===== src/rtl/down_counter_if.sv =====
// Control/status bundle for the loadable down-counting timer.
// The timer side uses the slave modport; the driving logic uses master.
interface down_counter_if #(
    parameter int WIDTH = 8
);
    logic             load;
    logic [WIDTH-1:0] data;
    logic             mode;
    logic             en;
    logic [WIDTH-1:0] count;
    logic             tc;
    logic             busy;
    logic             done;

    modport master (
        output load, data, mode, en,
        input  count, tc, busy, done
    );

    modport slave (
        input  load, data, mode, en,
        output count, tc, busy, done
    );
endinterface


===== src/rtl/down_counter.sv =====
// Loadable down-counting timer with one-shot and auto-reload modes.
// Optional tick prescaler is built only when DOWN_COUNTER_PRESCALE_EN is defined.
//
//   state | meaning
//   IDLE  | reset state, or loaded with zero; ticks ignored
//   RUN   | counting down on ticks
//   PAUSE | running but enable low; count held
//   DONE  | one-shot expired; count held at zero
module down_counter #(
    parameter int WIDTH    = 8,
    parameter int PRESCALE = 4
) (
    input  logic           clk,
    input  logic           rst,
    down_counter_if.slave  bus
);

    typedef enum logic [1:0] {
        IDLE  = 2'd0,
        RUN   = 2'd1,
        PAUSE = 2'd2,
        DONE  = 2'd3
    } state_t;

    if (PRESCALE < 1) begin : g_bad_prescale
        $error("down_counter: PRESCALE must be at least 1");
    end

    state_t           state_q, state_d;
    logic [WIDTH-1:0] count_q, count_d;
    logic [WIDTH-1:0] reload_q, reload_d;
    logic             mode_q, mode_d;
    logic             tc_q, tc_d;
    logic             tick;

`ifdef DOWN_COUNTER_PRESCALE_EN
    localparam int PSC_W = (PRESCALE > 1) ? $clog2(PRESCALE) : 1;
    localparam logic [PSC_W-1:0] PSC_LAST = PSC_W'(PRESCALE - 1);

    logic [PSC_W-1:0] psc_q, psc_d;

    always_comb begin
        psc_d = psc_q;
        tick  = 1'b0;
        if (bus.load) begin
            psc_d = '0;
        end else if (bus.en) begin
            if (psc_q == PSC_LAST) begin
                psc_d = '0;
                tick  = 1'b1;
            end else begin
                psc_d = psc_q + 1'b1;
            end
        end
    end

    always_ff @(posedge clk or negedge rst) begin
        if (!rst) begin
            psc_q <= '0;
        end else begin
            psc_q <= psc_d;
        end
    end
`else
    assign tick = bus.en;
`endif

    always_comb begin
        state_d  = state_q;
        count_d  = count_q;
        reload_d = reload_q;
        mode_d   = mode_q;
        tc_d     = 1'b0;

        if (bus.load) begin
            // Load wins over any tick, including a terminal one.
            count_d  = bus.data;
            reload_d = bus.data;
            mode_d   = bus.mode;
            state_d  = (bus.data != '0) ? RUN : IDLE;
        end else begin
            unique case (state_q)
                IDLE: begin
                    state_d = IDLE;
                end
                RUN, PAUSE: begin
                    if (tick) begin
                        state_d = RUN;
                        if (count_q > WIDTH'(1)) begin
                            count_d = count_q - 1'b1;
                        end else if (count_q == WIDTH'(1)) begin
                            tc_d = 1'b1;
                            if (mode_q) begin
                                count_d = reload_q;
                            end else begin
                                count_d = '0;
                                state_d = DONE;
                            end
                        end
                        // count_q == 0 cannot be reached here; holding keeps it from wrapping.
                    end else if (state_q == RUN) begin
                        state_d = PAUSE;
                    end else begin
                        state_d = bus.en ? RUN : PAUSE;
                    end
                end
                DONE: begin
                    count_d = '0;
                end
                default: begin
                    state_d = IDLE;
                end
            endcase
        end
    end

    always_ff @(posedge clk or negedge rst) begin
        if (!rst) begin
            state_q  <= IDLE;
            count_q  <= '0;
            reload_q <= '0;
            mode_q   <= 1'b0;
            tc_q     <= 1'b0;
        end else begin
            state_q  <= state_d;
            count_q  <= count_d;
            reload_q <= reload_d;
            mode_q   <= mode_d;
            tc_q     <= tc_d;
        end
    end

    assign bus.count = count_q;
    assign bus.tc    = tc_q;
    assign bus.busy  = (state_q == RUN) || (state_q == PAUSE);
    assign bus.done  = (state_q == DONE);

endmodule


===== src/flat_wrapper.sv =====
// flat-port wrapper written by rule: the top's interface ports become plain ports
module down_counter_flat 
#(
    parameter int WIDTH    = 8,
    parameter int PRESCALE = 4
)
  (clk, rst, bus_load, bus_data, bus_mode, bus_en, bus_count, bus_tc, bus_busy, bus_done);
  down_counter_if #(.WIDTH(WIDTH)) bus_i ();
  input  logic clk;
  input  logic rst;
  input wire logic [$bits(bus_i.load)-1:0] bus_load;
  input wire logic [$bits(bus_i.data)-1:0] bus_data;
  input wire logic [$bits(bus_i.mode)-1:0] bus_mode;
  input wire logic [$bits(bus_i.en)-1:0] bus_en;
  output wire logic [$bits(bus_i.count)-1:0] bus_count;
  output wire logic [$bits(bus_i.tc)-1:0] bus_tc;
  output wire logic [$bits(bus_i.busy)-1:0] bus_busy;
  output wire logic [$bits(bus_i.done)-1:0] bus_done;
  assign bus_i.load = bus_load;
  assign bus_i.data = bus_data;
  assign bus_i.mode = bus_mode;
  assign bus_i.en = bus_en;
  assign bus_count = bus_i.count;
  assign bus_tc = bus_i.tc;
  assign bus_busy = bus_i.busy;
  assign bus_done = bus_i.done;
  down_counter #(.WIDTH(WIDTH), .PRESCALE(PRESCALE)) u_core (.clk(clk), .rst(rst), .bus(bus_i));
endmodule

===== config.mk =====
export PLATFORM = sky130hd
export DESIGN_NAME = down_counter_flat
export DESIGN_NICKNAME = d
export VERILOG_FILES = /design/src/rtl/down_counter_if.sv /design/src/rtl/down_counter.sv /design/src/flat_wrapper.sv
export SDC_FILE = /design/constraint.sdc
export NUM_CORES = 1
export LEC_CHECK = 0
export CORE_MARGIN = 8
export CORE_UTILIZATION = 51
export DETAILED_ROUTE_END_ITERATION = 7
export PLACE_DENSITY = 0.89
export SYNTH_ARGS = -nofsm -noshare
export SYNTH_HDL_FRONTEND = slang
export SYNTH_SLANG_ARGS = --single-unit

===== constraint.sdc =====
create_clock -name clk -period 2.36 [get_ports clk]
set_clock_uncertainty 0.15 [all_clocks]
set_input_delay 0.472 -clock clk [delete_from_list [all_inputs] [get_ports clk]]
set_output_delay 0.472 -clock clk [all_outputs]
set_load 0.02 [all_outputs]

# == Word level (Yosys, flattened, before mapping) ==
# Cells that the tools add are included.
# word_totals
ff_bits,20
latchBits,0
ramBits,0
romBits,0
output_inout_bits,11
word_cells,38
memories,0
# classes
addsub,1
mul,0
div_mod_pow,0
n_lt_le_gt_ge,1
n_eq_ne,6
n_shift,0
muxes,18
n_bitwise,0
n_reduce_logical,7
# op_table
operator,n
two-way mux 8 bit,5
case mux 8 bit (2 select lines),1
two-way mux 2 bit,5
"equality test 8 x 1 -> 1 bit, second input constant",1
"greater-than comparator 8 x 1 -> 1 bit, second input constant",1
nonzero test 8 bit,1
"subtractor 8 x 1 -> 8 bit, second input constant",1
two-way mux 1 bit,6
nonzero test 3 bit,2
"equality test 2 bit, second input constant",2
"inequality test 4 x 2 -> 1 bit, second input constant",1
case mux 2 bit (2 select lines),1
"inequality test 3 bit, second input constant",1
AND reduction 3 bit,1
"equality test 2 x 1 -> 1 bit, second input constant",1
logical NOT 2 bit,1
OR reduction 2 bit,1
logical OR 1 bit,1

# == Depth between registers and ports, before layout ==
# logic_depth
word_depth,6
mapped_depth,8

# == Least setup slack after synthesis ==
# Ideal clock, no wire load.
# synth_path
kind,register -> register
from,register u_core.count_q[4] (netlist: u_core.bus.count[4])
to,register u_core.count_q[4] (netlist: u_core.bus.count[4])
setup_ns,0.123
arrival_time_ns,1.810
path_slack_ns,0.277
path_stages_with_launch,7
n_path_buf,2
period_less_slack_ns,2.083
cell_sequence,dfrtp_1 buf_2 nor4_4 a41oi_4 or2_1 buf_6 o221a_1
# synth_between
elab_chain_cells,5
word_cells_on_any_way,9
classes_between,1 x add/sub; 1 x order compare; 2 x eq/ne; 4 x mux; 1 x reduce/logical
# synth_lines
element,line,text
"start, declared",down_counter.sv:30,"logic [WIDTH-1:0] count_q, count_d;"
"start signal, assigned",down_counter.sv:126,count_q <= count_d;
subtractor 8 x 1 -> 8 bit / greater-than comparator 8 x 1 -> 1 bit (equally long branches),"down_counter.sv:90, down_counter.sv:89",
two-way mux 8 bit,down_counter.sv:89,if (count_q > WIDTH'(1)) begin
two-way mux 8 bit,down_counter.sv:87,if (tick) begin
case mux 8 bit (2 select lines),down_counter.sv:82,unique case (state_q)
two-way mux 8 bit,down_counter.sv:75,if (bus.load) begin
# Parallel ways exist; a longest one is shown, timed or not. The select of a mux whose other input is x is not followed.
# A chain may end at the register's enable or synchronous reset.

# == Worst setup path after layout ==
# layout_path
from,register u_core.count_q[4] (netlist: u_core.bus.count[4])
to,output bus_count[4]
# layout_rtl
element,line,text
"end, declared",flat_wrapper.sv:15,output wire logic [$bits(bus_i.count)-1:0] bus_count;
# No word-level cell between the ends.

==> qor.yml <==
outcome: "complete, no violations"
ant_nets: 0
hold_class: "in -> async"
start_util_pct: 52.9
critPathBufInv: 1
ys_seq_area_share_pct: 38.6
dieArea_um2: 4410
timing_hold_violations_final: 0
slew_violations: 0
path_cells: "clkdlybuf4s50_1"
die_h_um: 66.4
max_freq_mhz: 456
dieWidth_um: 66.4
synth_seq_cells: 20
port_buffers: 23
place.gp.congestion: 1.01
grt_pass1_wl_um: 5900
grtUsageTotal_pct: 16.8
fillerInstances: 180
wl_per_cell_um: 17.7
synthCells: 144
cp_slowest_cell: "clkdlybuf4s50_1"
totalWireLength_um: 3540
cts_hold_buf: 0
cp-end-kind: "primary output"
vias: 1302
clockBufferDepth: 2
path_max_fanout: 10
grt_antenna_before_repair: 0
h-tree-depth: 1
tightest_slew_ns: 0.663
clock_latency_ns: 0.31
post-cts-setup-buffers: 0
grt_max_degree: 21
yosys-top-cells-area: "dfrtp_1 39%, a31oi_1 4.3%, inv_1 4.1%"
cts_tree: "done"
synth_edf_count: 0
setup_violations: 0
ys_warn_count: 0
grt_pass1_vias: 1334
syn_to_final_growth_pct: 24.5
worstPathRequired_ns: 1.74
design.core.area_um2: 2450
fin_tns_setup_ns: 0
via_per_inst: 6.51
final_layout_size_suffix_gt1_share_pct: 13.5
firstDrtPassIters: 5
grt-ovfl-total: 0
synth_cell_types: 45
path_clk_slew_ns: 0.12
irDropWorstVdd_uv: 753
whs_ns: 0.331
dr.first_iter.drc_count: 120
syn_area_um2: 1300
layout.nets: 188
period_share_pct: 93.0
slowest_delay_ns: 0.69
cts.sinks: 20
rsz0062_at_grt: "no"
drv_cap: 0
yosysMostFrequentCell: "dfrtp_1"
syn_area_per_cell_um2: 9.01
synth_nets: 161
p_leak_nw: 0.678
pin_count: 24
synth.top_cell.area_share_pct: 38.6
crit_type: "reg -> out"
synth_common_cells: "20 x dfrtp_1, 14 x inv_1, 14 x nand2_1"
cts-root-buf: "clkbuf_4"
async_reset_ff_share_pct: 100
drc: 0
path_delay_family: "buffers and inverters"
n_antenna_cell: 0
numCtsBuffers: 3
hpwlAfterDp_um: 2670
cp-start-kind: "flip-flop"
total_power_w: 0.00165
synthFlopType: "dfrtp_1"
finalCriticalPeriod_ns: 2.20
powerDensity_nw_per_um2: 1020
slew_headroom_pct: 55.7
yosysTopAreaCell: "dfrtp_1"
rows: 18
cp.arrival_ns: 1.57
-- worst paths after layout --
path | from | to | slack (ns) | cells after the start
max in group asynchronous | rst | u_core.reload_q[6] | 1.52 | 2
setup / recovery | u_core.bus.count[4] | bus_count[4] | 0.16 | 1
hold / removal | rst | u_core.reload_q[0] | 0.33 | 2
min in group clk | u_core.reload_q[3] | u_core.reload_q[3] | 0.37 | 1
hold reg to reg | u_core.reload_q[3] | u_core.reload_q[3] | 0.37 | 1
setup reg to reg | u_core.bus.count[1] | u_core.bus.count[4] | 0.18 | 6
-- sequential cells by signal (all words and copies together) (netlist names) --
register          flops
u_core.mode_q         1
u_core.bus.tc         1
u_core.bus.count      8
u_core.state_q        2
u_core.reload_q       8
-- layout by cell type (no fill, tap or decap), types with 2 or more instances in the layout --
master / synthesis / routed
clkdlybuf4s50_1: 0 / 22
dfrtp_1: 20 / 20
inv_1: 14 / 14
nand2_1: 14 / 14
o21ai_0: 9 / 9
a31oi_1: 9 / 9
nor3_1: 8 / 8
buf_4: 0 / 8
nor2_1: 7 / 7
a21o_1: 4 / 4
nor4_1: 4 / 4
ha_1: 4 / 4
or2_2: 3 / 3
a21oi_1: 3 / 3
mux2_2: 3 / 3
clkbuf_4: 0 / 3
o211ai_1: 2 / 2
o2bb2ai_1: 2 / 2
nand4_1: 2 / 2
o32ai_1: 2 / 2
a221o_1: 2 / 2
-- final cells by class --
cell class	instances	area, um2	area share (%)
multi-input combinational	101	699	43.3
inverter	14	52.6	3.25
clock buffer	4	36.3	2.25
timing repair buffer	31	289	17.9
tap	30	37.5	2.32
sequential	20	500	31.0
-- timing repair --
item	4_1_cts	5_1_grt
endpoints found under the hold margin	0	0
resized for setup	1	0
setup endpoints to repair	1	0
-- where the power goes --
group,leakage [nW],total (W),internal (W),switching [W]
Sequential,0.241,0.000553,0.000420,0.000133
Clock,0.0210,0.000207,0.0000943,0.000112
Combinational,0.416,0.000893,0.000383,0.000509
Total,0.678,0.00165,0.000898,0.000755
-- kinds of logic (layout without fill, tap and decap cells) --
group                    after synthesis  in the layout  synth area share [%]
AO/OA/AOI/OAI                         45             45                  26.3
XOR/XNOR                               1              1                 0.675
adder cells (fa/ha/maj)                4              4                  3.86
buffers and inverters                 23             49                  7.52
flip-flops                            20             20                  38.6
multiplexers                           3              3                  2.60
AND/OR/NAND/NOR                       48             48                  20.4
-- stage by stage --
step	util, %	cells	worst slack (ns)	instance area (um2)
3_3_place_gp	64.4	196	0.275	1580
5_1_grt	65.8	200	0.0359	1620
3_5_place_dp	64.4	196	0.246	1580
4_1_cts	65.8	200	0.162	1620
6_report	65.8	200	0.165	1620
2_1_floorplan	-	144	0.277	1300
-- layer usage --
| metal | track usage, % | up-vias | part of all wire (%) |
|---|---|---|---|
| li1 | - | 589 | - |
| met1 | 19.9 | 602 | 39 |
| met2 | 28.5 | 91 | 48 |
| met3 | 2.71 | 20 | 9.1 |
| met4 | 8.80 | 0 | 3.5 |
| met5 | 0 | - | 0 |
(Power assumes the default switching activity.)
